[src/rtl/fma_share_ctrl.sv]
// fma_share_ctrl: shares one combinational fused multiply-add datapath
// between NumReq requesters. A round-robin arbiter feeds an operand stage
// (S1) that drives the datapath; a result stage (S2) captures the datapath
// output and returns it to the owning requester over a shared result bus.
// Both stages use valid/ready flow control, giving one op per cycle and a
// fixed two-cycle latency when the consumer never stalls.
module fma_share_ctrl #(
  parameter int NumReq   = 2,
  parameter int MulWidth = 54,
  parameter int OutWidth = 164
) (
  input  logic                         clk_i,
  input  logic                         rst_ni,
  // request side
  input  logic [NumReq-1:0]            req_valid_i,
  output logic [NumReq-1:0]            req_ready_o,
  input  logic [NumReq*MulWidth-1:0]   req_multiplier_i,
  input  logic [NumReq*MulWidth-1:0]   req_multiplicand_i,
  input  logic [NumReq*OutWidth-1:0]   req_addend1_i,
  input  logic [NumReq*OutWidth-1:0]   req_addend2_i,
  // response side
  output logic [NumReq-1:0]            resp_valid_o,
  input  logic [NumReq-1:0]            resp_ready_i,
  output logic [OutWidth-1:0]          resp_result_o,
  // shared datapath
  output logic [MulWidth-1:0]          dp_multiplier_o,
  output logic [MulWidth-1:0]          dp_multiplicand_o,
  output logic [OutWidth-1:0]          dp_addend1_o,
  output logic [OutWidth-1:0]          dp_addend2_o,
  input  logic [OutWidth-1:0]          dp_result_i,
  // status
  output logic                         busy_o
);

  // A single requester still needs a 1-bit id so the id registers exist.
  localparam int IdW = (NumReq > 1) ? $clog2(NumReq) : 1;
  localparam logic [IdW-1:0] LastId = IdW'(NumReq - 1);

  // ---------------------------------------------------------------------
  // State
  // ---------------------------------------------------------------------
  logic                r_v1;
  logic [IdW-1:0]      r_id1;
  logic [MulWidth-1:0] r_mul;
  logic [MulWidth-1:0] r_mcand;
  logic [OutWidth-1:0] r_add1;
  logic [OutWidth-1:0] r_add2;

  logic                r_v2;
  logic [IdW-1:0]      r_id2;
  logic [OutWidth-1:0] r_result;

  logic [IdW-1:0]      r_rr;

  // ---------------------------------------------------------------------
  // Combinational control
  // ---------------------------------------------------------------------
  logic                w_found;
  logic [IdW-1:0]      w_winner;
  logic [IdW-1:0]      w_rr_next;
  logic                w_handshake;
  logic                w_resp_taken;
  logic                w_s2_free;
  logic                w_s1_free;
  logic [MulWidth-1:0] w_sel_mul;
  logic [MulWidth-1:0] w_sel_mcand;
  logic [OutWidth-1:0] w_sel_add1;
  logic [OutWidth-1:0] w_sel_add2;

  // Round-robin search: first pass covers ids at or above the pointer,
  // second pass wraps around to the ids below it.
  always_comb begin
    w_found  = 1'b0;
    w_winner = '0;
    for (int i = 0; i < NumReq; i++) begin
      if (!w_found && req_valid_i[i] && (IdW'(i) >= r_rr)) begin
        w_found  = 1'b1;
        w_winner = IdW'(i);
      end
    end
    for (int i = 0; i < NumReq; i++) begin
      if (!w_found && req_valid_i[i]) begin
        w_found  = 1'b1;
        w_winner = IdW'(i);
      end
    end
  end

  // Pointer moves to the requester after the winner, wrapping at NumReq.
  always_comb begin
    w_rr_next = '0;
    if (w_winner != LastId) begin
      w_rr_next = w_winner + 1'b1;
    end
  end

  // S2 is free when empty or when its owner takes the result this cycle;
  // S1 can then advance into S2, so it is free under the same condition.
  assign w_resp_taken = |(resp_valid_o & resp_ready_i);
  assign w_s2_free    = !r_v2 || w_resp_taken;
  assign w_s1_free    = !r_v1 || w_s2_free;
  assign w_handshake  = w_found && w_s1_free;

  // Operand mux selecting the winner's four operands.
  always_comb begin
    w_sel_mul   = '0;
    w_sel_mcand = '0;
    w_sel_add1  = '0;
    w_sel_add2  = '0;
    for (int i = 0; i < NumReq; i++) begin
      if (w_winner == IdW'(i)) begin
        w_sel_mul   = req_multiplier_i[i*MulWidth +: MulWidth];
        w_sel_mcand = req_multiplicand_i[i*MulWidth +: MulWidth];
        w_sel_add1  = req_addend1_i[i*OutWidth +: OutWidth];
        w_sel_add2  = req_addend2_i[i*OutWidth +: OutWidth];
      end
    end
  end

  // Per-requester ready and valid decode.
  generate
    for (genvar gi = 0; gi < NumReq; gi++) begin : g_port
      assign req_ready_o[gi]  = w_handshake && (w_winner == IdW'(gi));
      assign resp_valid_o[gi] = r_v2 && (r_id2 == IdW'(gi));
    end
  endgenerate

  // ---------------------------------------------------------------------
  // Sequential logic
  // ---------------------------------------------------------------------

  // Arbitration pointer advances only when a grant is actually taken.
  always_ff @(posedge clk_i or negedge rst_ni) begin
    if (!rst_ni) begin
      r_rr <= '0;
    end else if (w_handshake) begin
      r_rr <= w_rr_next;
    end
  end

  // S1 valid/owner: load on handshake, empty when it drains with no refill.
  always_ff @(posedge clk_i or negedge rst_ni) begin
    if (!rst_ni) begin
      r_v1  <= 1'b0;
      r_id1 <= '0;
    end else if (w_handshake) begin
      r_v1  <= 1'b1;
      r_id1 <= w_winner;
    end else if (w_s1_free) begin
      r_v1  <= 1'b0;
    end
  end

  // S1 operands: only written on handshake, so the datapath inputs keep
  // their last values while the stage is empty.
  always_ff @(posedge clk_i or negedge rst_ni) begin
    if (!rst_ni) begin
      r_mul   <= '0;
      r_mcand <= '0;
      r_add1  <= '0;
      r_add2  <= '0;
    end else if (w_handshake) begin
      r_mul   <= w_sel_mul;
      r_mcand <= w_sel_mcand;
      r_add1  <= w_sel_add1;
      r_add2  <= w_sel_add2;
    end
  end

  // S2: capture the datapath result when S1 holds an op and S2 can accept;
  // otherwise hold while stalled, or empty once the result is taken.
  always_ff @(posedge clk_i or negedge rst_ni) begin
    if (!rst_ni) begin
      r_v2     <= 1'b0;
      r_id2    <= '0;
      r_result <= '0;
    end else if (r_v1 && w_s2_free) begin
      r_v2     <= 1'b1;
      r_id2    <= r_id1;
      r_result <= dp_result_i;
    end else if (w_s2_free) begin
      r_v2     <= 1'b0;
    end
  end

  // ---------------------------------------------------------------------
  // Outputs
  // ---------------------------------------------------------------------
  assign dp_multiplier_o   = r_mul;
  assign dp_multiplicand_o = r_mcand;
  assign dp_addend1_o      = r_add1;
  assign dp_addend2_o      = r_add2;
  assign resp_result_o     = r_result;
  assign busy_o            = r_v1 || r_v2;

endmodule
[config.mk]
export PLATFORM = sky130hd
export DESIGN_NAME = fma_share_ctrl
export DESIGN_NICKNAME = d
export VERILOG_FILES = /design/src/rtl/fma_share_ctrl.sv
export SDC_FILE = /design/constraint.sdc
export NUM_CORES = 1
export LEC_CHECK = 0
export ABC_AREA = 1
export CAP_MARGIN = 15
export CORE_AREA = 2 2 636 638
export CTS_BUF_LIST = sky130_fd_sc_hd__clkbuf_16
export CTS_CLUSTER_DIAMETER = 30
export DETAILED_ROUTE_END_ITERATION = 12
export DIE_AREA = 0 0 638 640
export GPL_TIMING_DRIVEN = 1
export PLACE_DENSITY_LB_ADDON = 0.08
export RECOVER_POWER = 100
export SLEW_MARGIN = 30
export SYNTH_ARGS = -nofsm -noshare
export SYNTH_HDL_FRONTEND = slang
export SYNTH_SLANG_ARGS = --single-unit
[constraint.sdc]
create_clock -name clk_i -period 1.6 [get_ports clk_i]
set_clock_uncertainty 0.05 [all_clocks]
set_input_delay 0.32 -clock clk_i [delete_from_list [all_inputs] [get_ports clk_i]]
set_output_delay 0.32 -clock clk_i [all_outputs]
set_load 0.05 [all_outputs]
==> qor.yml <==
final_core_util_pct: 18.2
drive_gt1_share_pct: 21.8
port_buffers: 1646
syn_nets: 5112
clockBufferDepth: 4
vias: 37130
clk_latency_ps: 840
cts_sinks: 605
place_hpwl_um: 231000
seqPwrFrac_pct: 18.4
top_layer: "met5"
synthCells: 4070
nFillCells: 44636
rows: 233
cp_data_arrival_time_ps: 2190
viasPerCell: 3.17
seq_area_um2: 15200
synth_warnings: 0
fin_tns_setup_ps: -279560
cp.required_ps: 1230
ant_nets: 0
place_ws_ps: -1020
fin_nets: 7257
drv_slew: 0
yosysTopAreaCell: "dfrtp_1"
dr.pass1.iters: 5
syn-cell-area_um2: 29800
grt_first_pass_wirelength_um: 372000
switching_share_pct: 44.9
drt_iter0_drc: 1809
rr_endpoint: "dp_addend2_o[140]"
violations: "negative setup slack"
p_switching_w: 0.0792
track_usage_pct: 13.4
status: "finished with violations"
worstMarginPinSlew_ps: 931
end_kind: "output pin"
synth_seq_area_share_pct: 50.8
min_from: "dp_result_i[132]"
worstHoldEndpoint: "resp_result_o[132]"
setup_ws_ps: -958
hp-class: "in2reg"
internal_power_w: 0.0972
yosys_register_bits: 605
drc: 0
yosys.cell_types.count: 15
fmax_ghz: 0.391
clk_root_buffer_cell: "clkbuf_16"
numCtsBuffers: 295
wire_per_inst_um: 24.6
m1WireLength_um: 107000
max_cap_viol_count: 0
yosys-top-cells-area: "dfrtp_1 51%, nand2_1 24%, nand3_1 15%"
antenna_found_initial: 100
route.met3.wl_um: 20700
worstHoldPathCells: 3
relSlewSlack_pct: 38.0
yosys.area.top_type_share_pct: 50.8
crit-reg2reg-launch: "r_rr"
boundaryPins: 1647
period_needed_ps: 2560
hold_viol: 0
clkSlewWorstSetupHoldPaths_ps: 30
setup_viol: 1240
grt_overflow: 0
route.met2.wl_um: 153000
dp_cells: 10971
htree_levels: 5
design.die.area_um2: 408000
core_area_um2: 401000
place.gp.congestion: 0.844
multi_input_area_um2: 12900
rsz0062_at_grt: "yes"
clockPowerShare_pct: 26.8
fin_crit_sh_pct: 160
start_kind: "flop"
wl_um: 289000
irDropWorstVdd_v: 0.000901
area_delta_synth_final_pct: 145
p_leak_nw: 33.8
stdcell_count: 11726
r2r_slack_ps: -460
die_y_um: 640
critPathKind: "reg2out"
start_util_pct: 7.42
grt_pass1_vias: 40016
die_w_um: 638
syn_area_per_cell_um2: 7.32
worstPathMaxFanout: 4
cts_tree: "built"
p_per_area_nw_per_um2: 2420
power_frac_comb_pct: 54.8
ff2ff_path_depth: 12
grt_max_degree: 75
[cell usage after synthesis]
library cell  instances
clkbuf_1            103
nor2_1                2
buf_6                 4
buf_1                 7
nand3_1             878
buf_4                 6
a21oi_1               1
dfrtp_1             605
buf_2               206
nand2_4               1
o21ai_0             164
nand2_1            1918
nand2_8               1
or2_0                 1
inv_1               173
[per-layer routing]
| layer | GRT usage, % | vias to the layer above |
|---|---|---|
| met5 | 0 | - |
| met4 | 3.17 | 56 |
| met3 | 4.27 | 416 |
| met2 | 25.5 | 1477 |
| met1 | 14.1 | 17774 |
| li1 | - | 17407 |
[area by class of cell]
type | count | area share [%]
Clock buffer | 295 | 10.1
Tap cell | 5287 | 9.07
Multi-Input combinational cell | 2966 | 17.6
Inverter | 173 | 0.915
Sequential cell | 605 | 20.8
Antenna cell | 30 | 0.103
Clock inverter | 196 | 1.61
Timing Repair Buffer | 2174 | 39.7
[critical path, stage by stage, from the launching register on]
cell and delay (ps):
dfrtp_2 430, inv_2 80, nand3_4 70, nand2_4 100, nand2_8 100, buf_12 170, nand3_4 90, clkinvlp_4 100
buf_12 150
[how the worst max path moves through the flow]
stage / from / to / slack [ps]
detailed placement: req_valid_i[0] / dp_addend2_o[146] / -1020
global route: r_id2 / req_ready_o[0] / -1130
floorplan: req_valid_i[1] / req_ready_o[0] / 5
global placement: req_valid_i[0] / dp_addend2_o[146] / -1030
CTS: r_id2 / req_ready_o[0] / -1130
finish: r_id2 / req_ready_o[0] / -960
[stage by stage]
step	hold slack [ps]	instance area, um^2	power, W
finish	91.3	72900	0.176
global route	35.1	72900	0.185
CTS	0.239	71800	0.178
detailed placement	141	60700	0.127
global placement	143	60700	0.127
floorplan	-25.6	29800	0.0676
[what timing repair did]
action                                   CTS  global route
buffers inserted                          24            25
pin swaps                                 30             7
endpoints found under the setup margin  1065          1187
hold endpoints to repair                 767             0
resized for setup                        160            91
hold buffers                             168             0
gates cloned                               3            21
[power groups by stage]
stage / combinational (W) / sequential [W] / clock (W)
global placement: 0.0947 / 0.0327 / 0
detailed placement: 0.0942 / 0.0328 / 0
finish: 0.0968 / 0.0324 / 0.0473
CTS: 0.0966 / 0.0328 / 0.0488
floorplan: 0.0150 / 0.0527 / 0
global route: 0.102 / 0.0335 / 0.0497
[sequential cells by signal, summed over array words and instances (netlist names)]
signal / count
dp_addend1_o: 164
dp_addend2_o: 164
dp_multiplicand_o: 54
dp_multiplier_o: 54
r_id1: 1
r_id2: 1
r_rr: 1
r_v1: 1
r_v2: 1
resp_result_o: 164
[layout by cell type, fill, tap and decap left out, drive strengths merged]
cell           synthesis  routed
nand2               1920    1920
clkdlybuf4s50          0    1039
buf                  223     930
nand3                878     878
dfrtp                605     605
clkbuf               103     331
inv                  173     297
dlygate4sd3            0     168
o21ai                164     164
clkinv                 0      70
diode                  0      30
clkinvlp               0       2
nor2                   2       2
a21oi                  1       1
or2                    1       1
bufbuf                 0       1
[cells by family (layout without fill, tap and decap cells)]
group	count (synthesis)	after routing	share of synthesized area, %
flops	605	605	50.8
buf+inv	499	2838	7.33
simple gates	2801	2801	39.1
other cells	0	30	0
compound gates	165	165	2.77
Note: power is estimated with default switching activity, not from simulation.
